<file path="src/rtl/rx_frame_detector.sv">
// ----------------------------------------------------------------------------
// rx_frame_detector
//   Receive front-end for the packet-copy path. Finds preamble + SFD in the
//   MII/GMII byte stream, tracks frame state, checks frame length and FCS,
//   and presents the stream one clock late together with a state bus and an
//   error strobe so the downstream writer can discard bad frames.
//
//   Optional feature macro: CRC_CHECK_EN
//     defined   : CRC-32 engine built, FCS mismatch flags the frame bad
//     undefined : no CRC logic, ocrc_err tied low, validity = length + irx_er
// ----------------------------------------------------------------------------
`timescale 1ns/1ps

module rx_frame_detector #(
   parameter int pDATA_WIDTH        = 8,
   parameter int pMIN_PACKET_LENGHT = 64,
   parameter int pMAX_PACKET_LENGHT = 1536,
   parameter int pMIN_PREAMBLE      = 1,
   parameter int pLEN_WIDTH         = $clog2(pMAX_PACKET_LENGHT) + 1,
   parameter int pFSM_BUS_WIDHT     = 3
) (
   input  logic                      iclk,
   input  logic                      i_rst,
   input  logic                      idv,
   input  logic [pDATA_WIDTH-1:0]    irx_d,
   input  logic                      irx_er,
   output logic                      odv,
   output logic [pDATA_WIDTH-1:0]    orx_d,
   output logic                      orx_er,
   output logic [pFSM_BUS_WIDHT-1:0] oframe_state,
   output logic [pLEN_WIDTH-1:0]     oframe_len,
   output logic                      oframe_done,
   output logic                      ocrc_err,
   output logic                      olen_err
);

   // Frame-state codes shared with the downstream copy logic.
   typedef enum logic [2:0] {
      lpIDLE     = 3'd0,
      lpPREAMBLE = 3'd1,
      lpSFD      = 3'd2,
      lpDATA     = 3'd3,
      lpDONE     = 3'd4,
      lpERROR    = 3'd5,
      lpDISCARD  = 3'd6
   } state_t;

   localparam int lpPRE_W = $clog2(pMIN_PREAMBLE + 1) + 1;

   localparam logic [pDATA_WIDTH-1:0] lpPRE_BYTE = pDATA_WIDTH'(8'h55);
   localparam logic [pDATA_WIDTH-1:0] lpSFD_BYTE = pDATA_WIDTH'(8'hD5);
   localparam logic [lpPRE_W-1:0]     lpPRE_MIN  = lpPRE_W'(pMIN_PREAMBLE);
   localparam logic [pLEN_WIDTH-1:0]  lpLEN_MIN  = pLEN_WIDTH'(pMIN_PACKET_LENGHT);
   localparam logic [pLEN_WIDTH-1:0]  lpLEN_MAX  = pLEN_WIDTH'(pMAX_PACKET_LENGHT);
   localparam logic [pLEN_WIDTH-1:0]  lpLEN_SAT  = pLEN_WIDTH'(pMAX_PACKET_LENGHT + 1);

   state_t                   state_q;
   logic [lpPRE_W-1:0]       pre_cnt_q;
   logic [pLEN_WIDTH-1:0]    len_q;
   logic [pLEN_WIDTH-1:0]    len_d;
   logic                     rx_er_seen_q;   // irx_er observed since SFD
   logic                     win_q;          // 0 = first, 1 = second clk of DONE/ERROR
   logic                     odv_q;
   logic [pDATA_WIDTH-1:0]   orx_d_q;
   logic                     orx_er_q;
   logic                     done_q;
   logic [pLEN_WIDTH-1:0]    frame_len_q;
   logic                     crc_err_q;
   logic                     len_err_q;
   logic                     crc_bad;
   logic                     len_bad;
   logic                     frame_bad;

`ifdef CRC_CHECK_EN
   logic [31:0] crc_q;
   logic [31:0] crc_d;

   // One byte of reflected CRC-32 (poly 0xEDB88320), LSB of the byte first.
   function automatic logic [31:0] crc32_byte(input logic [31:0] crc, input logic [7:0] data);
      logic [31:0] c;
      c = crc;
      for (int i = 0; i < 8; i++) begin
         c = (c[0] ^ data[i]) ? ((c >> 1) ^ 32'hEDB88320) : (c >> 1);
      end
      return c;
   endfunction

   assign crc_d   = crc32_byte(crc_q, irx_d[7:0]);
   // Running the FCS through the register leaves the fixed CRC-32 residue.
   assign crc_bad = (crc_q != 32'hDEBB20E3);

   // CRC register: preset between frames, accumulate every valid byte after SFD.
   always_ff @(posedge iclk or posedge i_rst) begin
      if (i_rst) begin
         crc_q <= '1;
      end else if ((state_q == lpSFD || state_q == lpDATA) && idv) begin
         crc_q <= crc_d;
      end else if (state_q != lpDATA) begin
         crc_q <= '1;
      end
   end
`else
   assign crc_bad = 1'b0;
`endif

   // Saturating length increment and end-of-frame verdict.
   always_comb begin
      // NOTE: every combinational output gets a default first so no path can infer a latch.
      len_d = len_q;
      if (len_q != lpLEN_SAT) begin
         len_d = len_q + 1'b1;
      end
      len_bad   = (len_q < lpLEN_MIN) || (len_q > lpLEN_MAX);
      frame_bad = crc_bad || len_bad || rx_er_seen_q;
   end

   // Frame FSM with all outputs registered so state/strobes line up with orx_d.
   always_ff @(posedge iclk or posedge i_rst) begin
      // NOTE: state is updated with non-blocking assignments so every register samples pre-edge values.
      if (i_rst) begin
         state_q      <= lpIDLE;
         pre_cnt_q    <= '0;
         len_q        <= '0;
         rx_er_seen_q <= 1'b0;
         win_q        <= 1'b0;
         odv_q        <= 1'b0;
         orx_d_q      <= '0;
         orx_er_q     <= 1'b0;
         done_q       <= 1'b0;
         frame_len_q  <= '0;
         crc_err_q    <= 1'b0;
         len_err_q    <= 1'b0;
      end else begin
         odv_q    <= idv;
         orx_d_q  <= irx_d;
         orx_er_q <= 1'b0;
         done_q   <= 1'b0;

         unique case (state_q)
            lpIDLE: begin
               if (idv) begin
                  if (irx_d == lpPRE_BYTE && !irx_er) begin
                     state_q   <= lpPREAMBLE;
                     pre_cnt_q <= lpPRE_W'(1);
                  end else begin
                     state_q <= lpDISCARD;
                  end
               end
            end

            lpPREAMBLE: begin
               if (!idv) begin
                  state_q <= lpIDLE;
               end else if (irx_er) begin
                  state_q <= lpDISCARD;
               end else if (irx_d == lpPRE_BYTE) begin
                  if (pre_cnt_q != '1) begin
                     pre_cnt_q <= pre_cnt_q + 1'b1;
                  end
               end else if (irx_d == lpSFD_BYTE && pre_cnt_q >= lpPRE_MIN) begin
                  state_q      <= lpSFD;
                  len_q        <= '0;
                  rx_er_seen_q <= 1'b0;
               end else begin
                  state_q <= lpDISCARD;
               end
            end

            lpSFD: begin
               if (!idv) begin
                  state_q <= lpIDLE;
               end else if (irx_er) begin
                  state_q <= lpDISCARD;
               end else begin
                  state_q <= lpDATA;
                  len_q   <= len_d;
               end
            end

            lpDATA: begin
               if (idv) begin
                  len_q <= len_d;
                  if (irx_er) begin
                     // Flag the aligned byte at once so the writer can abort early.
                     rx_er_seen_q <= 1'b1;
                     orx_er_q     <= 1'b1;
                  end
               end else begin
                  state_q     <= frame_bad ? lpERROR : lpDONE;
                  orx_er_q    <= frame_bad;
                  done_q      <= 1'b1;
                  frame_len_q <= len_q;
                  crc_err_q   <= crc_bad;
                  len_err_q   <= len_bad;
                  win_q       <= 1'b0;
               end
            end

            lpDONE, lpERROR: begin
               if (!win_q) begin
                  win_q    <= 1'b1;
                  orx_er_q <= (state_q == lpERROR);
               end else begin
                  // Bytes arriving inside the window broke the IFG: drop them.
                  state_q <= idv ? lpDISCARD : lpIDLE;
               end
            end

            lpDISCARD: begin
               if (!idv) begin
                  state_q <= lpIDLE;
               end
            end

            default: begin
               state_q <= lpIDLE;
            end
         endcase
      end
   end

   assign odv          = odv_q;
   assign orx_d        = orx_d_q;
   assign orx_er       = orx_er_q;
   assign oframe_state = pFSM_BUS_WIDHT'(state_q);
   assign oframe_len   = frame_len_q;
   assign oframe_done  = done_q;
   assign ocrc_err     = crc_err_q;
   assign olen_err     = len_err_q;

endmodule

</file>
<file path="config.mk">
export PLATFORM = sky130hd
export DESIGN_NAME = rx_frame_detector
export DESIGN_NICKNAME = d
export VERILOG_FILES = /design/src/rtl/rx_frame_detector.sv
export SDC_FILE = /design/constraint.sdc
export NUM_CORES = 1
export LEC_CHECK = 0
export BUFFER_PORTS_ARGS = -buffer_cell sky130_fd_sc_hd__buf_4
export CAP_MARGIN = 30
export CORE_AREA = 2 2 85 79
export CTS_BUF_LIST = sky130_fd_sc_hd__clkbuf_2 sky130_fd_sc_hd__clkbuf_4 sky130_fd_sc_hd__clkbuf_8
export DETAILED_ROUTE_END_ITERATION = 8
export DIE_AREA = 0 0 87 81
export PLACE_DENSITY = 0.64
export SLEW_MARGIN = 10
export SYNTH_ARGS = -nofsm -noshare
export SYNTH_HDL_FRONTEND = slang
export SYNTH_SLANG_ARGS = --single-unit
export TNS_END_PERCENT = 100
</file>
<file path="constraint.sdc">
create_clock -name iclk -period 2.65 [get_ports iclk]
set_input_delay 0.1325 -clock iclk [delete_from_list [all_inputs] [get_ports iclk]]
set_output_delay 0.1325 -clock iclk [all_outputs]
set_load 0.005 [all_outputs]
</file>
Yosys cells after proc, flatten, opt, wreduce, memory -nomap -nowiden --
Index checks and enable logic that the tools add are counted.
Storage, ports and cells: register bits after elaboration 43, memories 0, bits in latches 0, bits in read-only memories 0, bits in writable memories 0, input bits 12
Operators by class: magnitude comparators 3, add/subtract/negate cells 2, reductions and logical operators 17, shift-type cells 0, multiplexer cells 45, bitwise gates (word level) 1, eq/ne operators 26, multiply operators 0, div/mod/pow operators 0
Operator list (count):
- $mux 12 | 8
- $mux 3 | 12
- $pmux 12 s3 | 1
- $ne 2x2->1 const B | 16
- $pmux 3 s6 | 1
- $reduce_and 7->1 | 2
- $mux 1 | 13
- $add 12x1->12 const B | 1
- $gt 12x11->1 const B | 1
- $lt 12x7->1 const B | 1
- $mux 2 | 6
- $ne 12x11->1 const B | 1
- $eq 3x3->1 const B | 3
- $eq 8x7->1 const B | 1
- $eq 8x8->1 const B | 1
- $reduce_and 8->1 | 1
- $eq 3x2->1 const B | 2
- $pmux 1 s2 | 3
- $reduce_bool 2->1 | 3
- $reduce_and 5->1 | 1
- $ne 4x4->1 const B | 1
- $pmux 2 s2 | 1
- $reduce_and 2->1 | 2
- $eq 3x1->1 const B | 1
- other kinds (9) | 11

Depth between registers and ports, before layout --
Gate-level depths: netlist of the first run.
depth in word-level cells 7, depth in mapped cells 8, mapped depth without buffers 7

Worst setup path after synthesis of the first run --
Ideal clock, no wire load.
kind register to register, from reg pre_cnt_q[0], to reg len_q[11], period minus slack after synthesis 2.224 ns, setup slack 0.426 ns, cell stages (with the launch flop) 8, arrival 2.146 ns, cells stage by stage dfrtp_1 > inv_1 > ha_1 > nand2b_1 > or4_4 > a211o_1 > or4_1 > a21oi_1
On the way: cells in the longest elaborated chain, start to end 4
Ends and longest elaborated chain:
- from (decl) | RTL line 58 | logic [lpPRE_W-1:0] pre_cnt_q;
- from (signal assigned) | RTL line 144 | pre_cnt_q <= lpPRE_W'(1);
- from (signal assigned) | RTL line 158 | pre_cnt_q <= pre_cnt_q + 1'b1;
- $ge 2x1->1 | RTL line 160 | end else if (irx_d == lpSFD_BYTE && pre_cnt_q >= lpPRE_MIN) begin
- $logic_and 1x1->1 | RTL line 160
- $ne 2x2->1 (no line)
- $reduce_and 8->1 (no line)
- to (signal assigned) | RTL line 176 | len_q <= len_d;
- to (signal assigned) | RTL line 182 | len_q <= len_d;
- to (decl) | RTL line 59 | logic [pLEN_WIDTH-1:0] len_q;
No other way between the ends. A chain may end at the register's enable or synchronous reset.

Worst setup path in the final report of the first run --
from in irx_d[1], to reg len_q[11]
On the way: cells in the longest elaborated chain, start to end 4
Ends and longest elaborated chain:
- from (decl) | RTL line 25 | input logic [pDATA_WIDTH-1:0] irx_d,
- $eq 8x8->1 | RTL line 160
- $logic_and 1x1->1 | RTL line 160
- $ne 2x2->1 (no line)
- $reduce_and 8->1 (no line) *
Mark *: on every way between the ends. The rest lies on a longest branch, timed or not.

==> results of run 1 <==
-- path summary, 6_finish.rpt --
path / endpoint / slack, ns / from / depth (start not counted)
max: len_q[11]$_DFFE_PP0P_ / 0.14 / irx_d[1] / 7
min: odv$_DFF_PP0_ / 0.07 / idv / 1
max reg2reg: len_q[11]$_DFFE_PP0P_ / 0.30 / pre_cnt_q[0]$_DFFE_PP0P_ / 7
min reg2reg: oframe_len[10]$_DFFE_PP0P_ / 0.51 / oframe_len[10]$_DFFE_PP0P_ / 1
max in group asynchronous: len_q[1]$_DFFE_PP0P_ / 1.56 / i_rst / 5
min in group asynchronous: odv$_DFF_PP0_ / 0.37 / i_rst / 3
-- repair_timing --
action                                 CTS  global route
gates resized for setup                  0             0
hold buffers                             9             0
endpoints found under the hold margin   33             0
-- worst max-delay path, cell delays in order --
cell and delay [ns]:
dlygate4sd3_1 0.53, buf_4 0.14, or3b_4 0.41, or4_4 0.50
a211o_1 0.36, or4_1 0.51, a21oi_1 0.15
-- metrics by stage --
stage / std cells / hold WS, ns / worst slack, ns / util (%) / total power [uW]
after floorplan: 209 / 0.1639 / 0.4264 / - / 1130
after global placement: 320 / 0.2510 / 0.3808 / 40.00 / 1336
after detailed placement: 320 / 0.2530 / 0.3351 / 40.00 / 1342
after CTS: 337 / 0.06153 / 0.1384 / 43.32 / 1890
after global routing: 338 / 0.05782 / 0.08184 / 43.56 / 1998
final: 338 / 0.07009 / 0.1370 / 43.56 / 1875
-- logic make-up (layout without fill, tap and decap cells) --
| family | Yosys count | in the layout | synth area share (%) |
|---|---|---|---|
| other | 1 | 1 | 0.1776 |
| buffers and inverters | 22 | 76 | 4.147 |
| multiplexers | 12 | 12 | 6.398 |
| adder cells (fa/ha/maj) | 5 | 5 | 2.962 |
| AO/OA/AOI/OAI | 57 | 57 | 17.48 |
| AND/OR/NAND/NOR | 68 | 68 | 17.48 |
| flip-flops | 43 | 43 | 50.95 |
| XOR/XNOR | 1 | 1 | 0.4148 |
-- synth_stat cells, types with 2 or more instances --
master and instances:
dfrtp_1 43, o21ai_0 15, a21oi_1 14, nand2_1 13, inv_1 12, mux2_2 12, nand3_1 10, nor2_1 10
clkbuf_1 8, or3_1 8, nor3_1 6, ha_1 5, nand2b_1 4, o31ai_1 4, a21boi_0 3, o211ai_1 3
a311oi_1 2, and3_1 2, nor2b_1 2, nor4_1 2, o22ai_1 2, o2bb2ai_1 2, or4_1 2
-- sequential cells by signal, summed over array words and instances (netlist names), 2 cells and up --
register,count
len_q,12
oframe_len,12
orx_d,8
oframe_state,3
pre_cnt_q,2
-- per-layer routing --
| metal | up-vias | wire length, um | track usage [%] |
|---|---|---|---|
| li1 | 866 | - | - |
| met5 | - | 0 | 0 |
| met3 | 2 | 211 | 2.846 |
| met1 | 852 | 2205 | 18.59 |
| met2 | 41 | 2282 | 24.12 |
| met4 | 0 | 20 | 3.750 |
-- layout make-up --
cell class,instances,area (um^2),area share (%)
inverters,12,45.04,1.649
clock buffers,6,82.58,3.023
flip-flops and latches,43,1076,39.40
well taps,75,93.84,3.436
multi-input cells,144,948.4,34.72
repair buffers,56,450.4,16.49
clock inverters,2,35.03,1.283
-- where the power goes --
part           switching [uW]  internal (uW)
Clock                     226            305
Sequential               65.5            730
Combinational             294            254
Total                     585           1290
==> flow_summary_export.csv, run 1 <==
group,metric,value,unit
setup_path,critPathMaxFanout,6,
cts,cts_sinks,43,
cts,clock_latency,0.29,ns
yosys,post_synth.cell_area_avg,10.11,um^2
cells_and_area,mostFrequentLayoutCells,"buf_4 (46), dfrtp_1 (43), o21ai_0 (15), a21oi_1 (14), nand2_1 (13)",
setup_path,worst_setup_path_end_kind,"register",
run,cap_violations,0,
cts,clk_pin_slew_worst_paths,0.09,ns
drt,drc,0,
yosys,synthArstFlopShare,100.0,%
grt,track_usage,14.22,%
drt,routed_wl,4719,um
floorplan,std_cell_rows,28,
timing,grt_setup_unrepaired,"false",
timing,min_period,2.513,ns
yosys,ys.warnings.count,0,
floorplan,io_pins,40,
power,peakVddDrop,0.3636,mV
yosys,synth_flop_cell,"dfrtp_1",
grt,grt_start_max_net_pins,27,
setup_path,cp_data_arrival_time,2.74,ns
cells_and_area,antenna_cells,0,
yosys,synth.area.top_cells,"dfrtp_1 (51%), mux2_2 (6.4%), o21ai_0 (3.6%)",
setup_path,critPathKind,"in -> reg",
cts,cts_tree,"built",
drt,drt_iter0_drc,119,
cts,htreeDepth,2,
cts,postCtsSetupRepairBufs,0,
cells_and_area,nNetsFinal,279,
timing,clock.fmax,397.9,MHz
setup_path,cp.required,2.88,ns
timing,finalSetupTns,0,ns
drt,ant_nets,0,
yosys,synth_edf_count,0,
timing,min_period_over_period,94.83,%
floorplan,die_x,87,um
timing,fin_skew,0.01210,ns
timing,finalSetupViolations,0,
yosys,netlist_area,2112,um^2
cells_and_area,area_growth,29.32,%
yosys,synthDistinctLibCells,48,
yosys,synthesis.nets,226,
cts,clockBufferDepth,2,
cells_and_area,fin_area,2731,um^2
placement,place_area,2509,um^2
placement,portBuffers,38,
cts,cts_root_buffer,"clkbuf_8",
grt,grt_pass1_wl,7935,um
timing,max_slew_margin,66.78,%
cells_and_area,final_common_cell,"buf_4",
yosys,syn_inst,209,
drt,num_vias,1761,
floorplan,coreArea,6271,um^2
timing,drv_slew,0,
cells_and_area,drive_gt1_share,27.00,%
run_status,status,"completed",
yosys,synth_largest_area_cell,"dfrtp_1",
drt,via_per_inst,5.210,
yosys,synth_top_area_share,50.95,%
timing,worstMarginPinSlew,0.4857,ns
grt,grt_overflow_total,0,
placement,hpwl,3364,um
floorplan,die_h,81,um
yosys,seq_area_frac_synth,50.95,%
power,p_leak,0.001230,uW
timing,finalHoldViolCount,0,
floorplan,dieArea,7047,um^2
drt,dr.pass1.iters,5,
drt,wire_per_inst,13.96,um
cells_and_area,fillers,603,
grt,antenna_found_initial,0,
setup_path,cp-start-kind,"input port",
floorplan,initial_utilization,33.68,%
power,powerDensity,686.6,nW/um^2
placement,place.gp.congestion,0.8551,
cts,cts_buffers,5,
grt,first_global_vias,1700,
worst_hold_path,hp-class,"in -> reg",
yosys,ys_ff_latch,43,
Note: power is estimated with default switching activity, not from simulation.
==> inputs of run 2 (changes only) <==
- RECOVER_POWER: unset -> 100
==> run 2 against run 1 <==
Net effect: non-clock buffer count unchanged; count of clock-buffer cells in the layout is the same; routed wire length grew 0.68%; global-route usage unchanged; worst hold slack better by 0.16 ns; sequential share of layout area up 0.70 points; critical endpoint unchanged.
==> flow_summary_export.csv, run 2 (synthesized netlist as in run 1, its figures left out) <==
group,metric,value,unit
drt,num_vias,1768,
timing,finalHoldViolCount,0,
drt,ant_nets,0,
cts,htreeDepth,2,
setup_path,critPathMaxFanout,6,
grt,antenna_found_initial,0,
cts,ctsResizeCount,0,
drt,drt_iter0_drc,107,
cells_and_area,fin_cells,338,
grt,grt_pass1_wl,7935,um
timing,min_period_over_period,94.98,%
timing,fin_skew,0.01043,ns
power,powerDensity,687.5,nW/um^2
cells_and_area,mostFrequentLayoutCells,"dfrtp_1 (43), clkbuf_4 (31), o21ai_0 (15), a21oi_1 (14), nand2_1 (13)",
grt,first_global_vias,1700,
power,peakVddDrop,0.3660,mV
setup_path,cp_data_arrival_time,2.74,ns
placement,hpwl,3364,um
cts,cts_buffers,5,
placement,portBuffers,38,
setup_path,worst_setup_path_end_kind,"register",
cells_and_area,drive_gt1_share,23.19,%
timing,worstMarginPinSlew,0.7582,ns
timing,clock.fmax,397.3,MHz
cells_and_area,fin_util,42.80,%
placement,place.gp.congestion,0.8551,
setup_path,critPathKind,"in -> reg",
timing,finalSetupViolations,0,
floorplan,io_pins,40,
cts,cts_sinks,43,
cells_and_area,nNetsFinal,279,
timing,max_slew_margin,49.45,%
timing,min_period,2.517,ns
floorplan,std_cell_rows,28,
cts,cts_root_buffer,"clkbuf_8",
cells_and_area,antenna_cells,0,
placement,dp_slack,0.3351,ns
floorplan,dieArea,7047,um^2
setup_path,cp.required,2.88,ns
floorplan,die_x,87,um
drt,wire_per_inst,14.06,um
cells_and_area,final_common_cell,"dfrtp_1",
grt,grt_start_max_net_pins,27,
floorplan,coreArea,6271,um^2
timing,setup_slack,0.1330,ns
grt,grt_overflow_total,0,
cts,clk_pin_slew_worst_paths,0.09,ns
drt,drc,0,
timing,grt_setup_unrepaired,"false",
power,p_leak,0.001179,uW
timing,drv_slew,0,
floorplan,initial_utilization,33.68,%
drt,dr.pass1.iters,4,
cts,clockBufferDepth,2,
grt,track_usage,14.22,%
run,cap_violations,0,
timing,finalSetupTns,0,ns
cells_and_area,fillers,613,
cts,clock_latency,0.29,ns
worst_hold_path,hp-class,"in -> reg",
drt,via_per_inst,5.231,
floorplan,die_h,81,um
cells_and_area,area_growth,27.07,%
placement,dp.cells,320,
cts,postCtsSetupRepairBufs,0,
drt,routed_wl,4751,um
run_status,status,"completed",
setup_path,cp-start-kind,"input port",
cts,cts_tree,"built",
[run 2: changes by cell type in the layout (fill, tap and decap cells not counted)]
cell	before	now
buf_4	46	5
clkbuf_1	0	10
clkbuf_2	0	1
buf_8	1	0
clkbuf_4	0	31
[run 2: power breakdown]
part | switching [uW] | internal (uW) | leakage [uW] | total (uW)
clock network | 223 | 305 | 0.0000612 | 529
registers | 65.4 | 730 | 0.000556 | 796
logic | 295 | 226 | 0.000561 | 521
[run 2: metal layers]
layer | wire length [um] | vias to the layer above | GRT usage (%)
met5 | 0 | - | 0
met2 | 2299 | 41 | 24.12
met3 | 200 | 2 | 2.846
met1 | 2231 | 857 | 18.59
met4 | 20 | 0 | 3.750
li1 | - | 868 | -
[run 2: area by class of cell]
| class | count | area (um^2) | share of cell area [%] |
|---|---|---|---|
| clock buffers | 6 | 82.58 | 3.077 |
| well taps | 75 | 93.84 | 3.497 |
| flip-flops and latches | 43 | 1076 | 40.09 |
| repair buffers | 56 | 402.9 | 15.01 |
| inverters | 12 | 45.04 | 1.678 |
| multi-input cells | 144 | 948.4 | 35.34 |
| clock inverters | 2 | 35.03 | 1.305 |
[run 2: metrics by stage]
| step | total power (uW) | hold WS, ns | instance area (um^2) |
|---|---|---|---|
| 5_1_grt | 1968 | 0.2410 | 2684 |
| 3_5_place_dp | 1342 | 0.2530 | 2509 |
| 3_3_place_gp | 1336 | 0.2510 | 2509 |
| 2_1_floorplan | 1130 | 0.1639 | 2112 |
| 6_report | 1845 | 0.2260 | 2684 |
| 4_1_cts | 1890 | 0.06153 | 2716 |
[run 2: worst max-delay path, cell delays in order]
cell and delay [ns]:
dlygate4sd3_1 0.53, clkbuf_4 0.14, or3b_4 0.41, or4_4 0.51, a211o_1 0.36, or4_1 0.51, a21oi_1 0.15
[run 2: worst paths after layout]
kind / from / to / slack (ns) / depth (start not counted)
worst min-delay path: irx_er / rx_er_seen_q$_DFFE_PP0P_ / 0.23 / 3
max in group asynchronous: i_rst / len_q[1]$_DFFE_PP0P_ / 0.87 / 5
worst min register to register: oframe_len[10]$_DFFE_PP0P_ / oframe_len[10]$_DFFE_PP0P_ / 0.51 / 1
worst max-delay path: irx_d[1] / len_q[11]$_DFFE_PP0P_ / 0.13 / 7
worst max register to register: oframe_state[1]$_DFFE_PP0P_ / oframe_len[2]$_DFFE_PP0P_ / 0.28 / 5
min in group asynchronous: i_rst / odv$_DFF_PP0_ / 0.36 / 3
[run 2: what timing repair did]
item,in CTS,in global routing
hold buffers,9,0
endpoints found under the setup margin,0,0
hold endpoints to repair,33,0
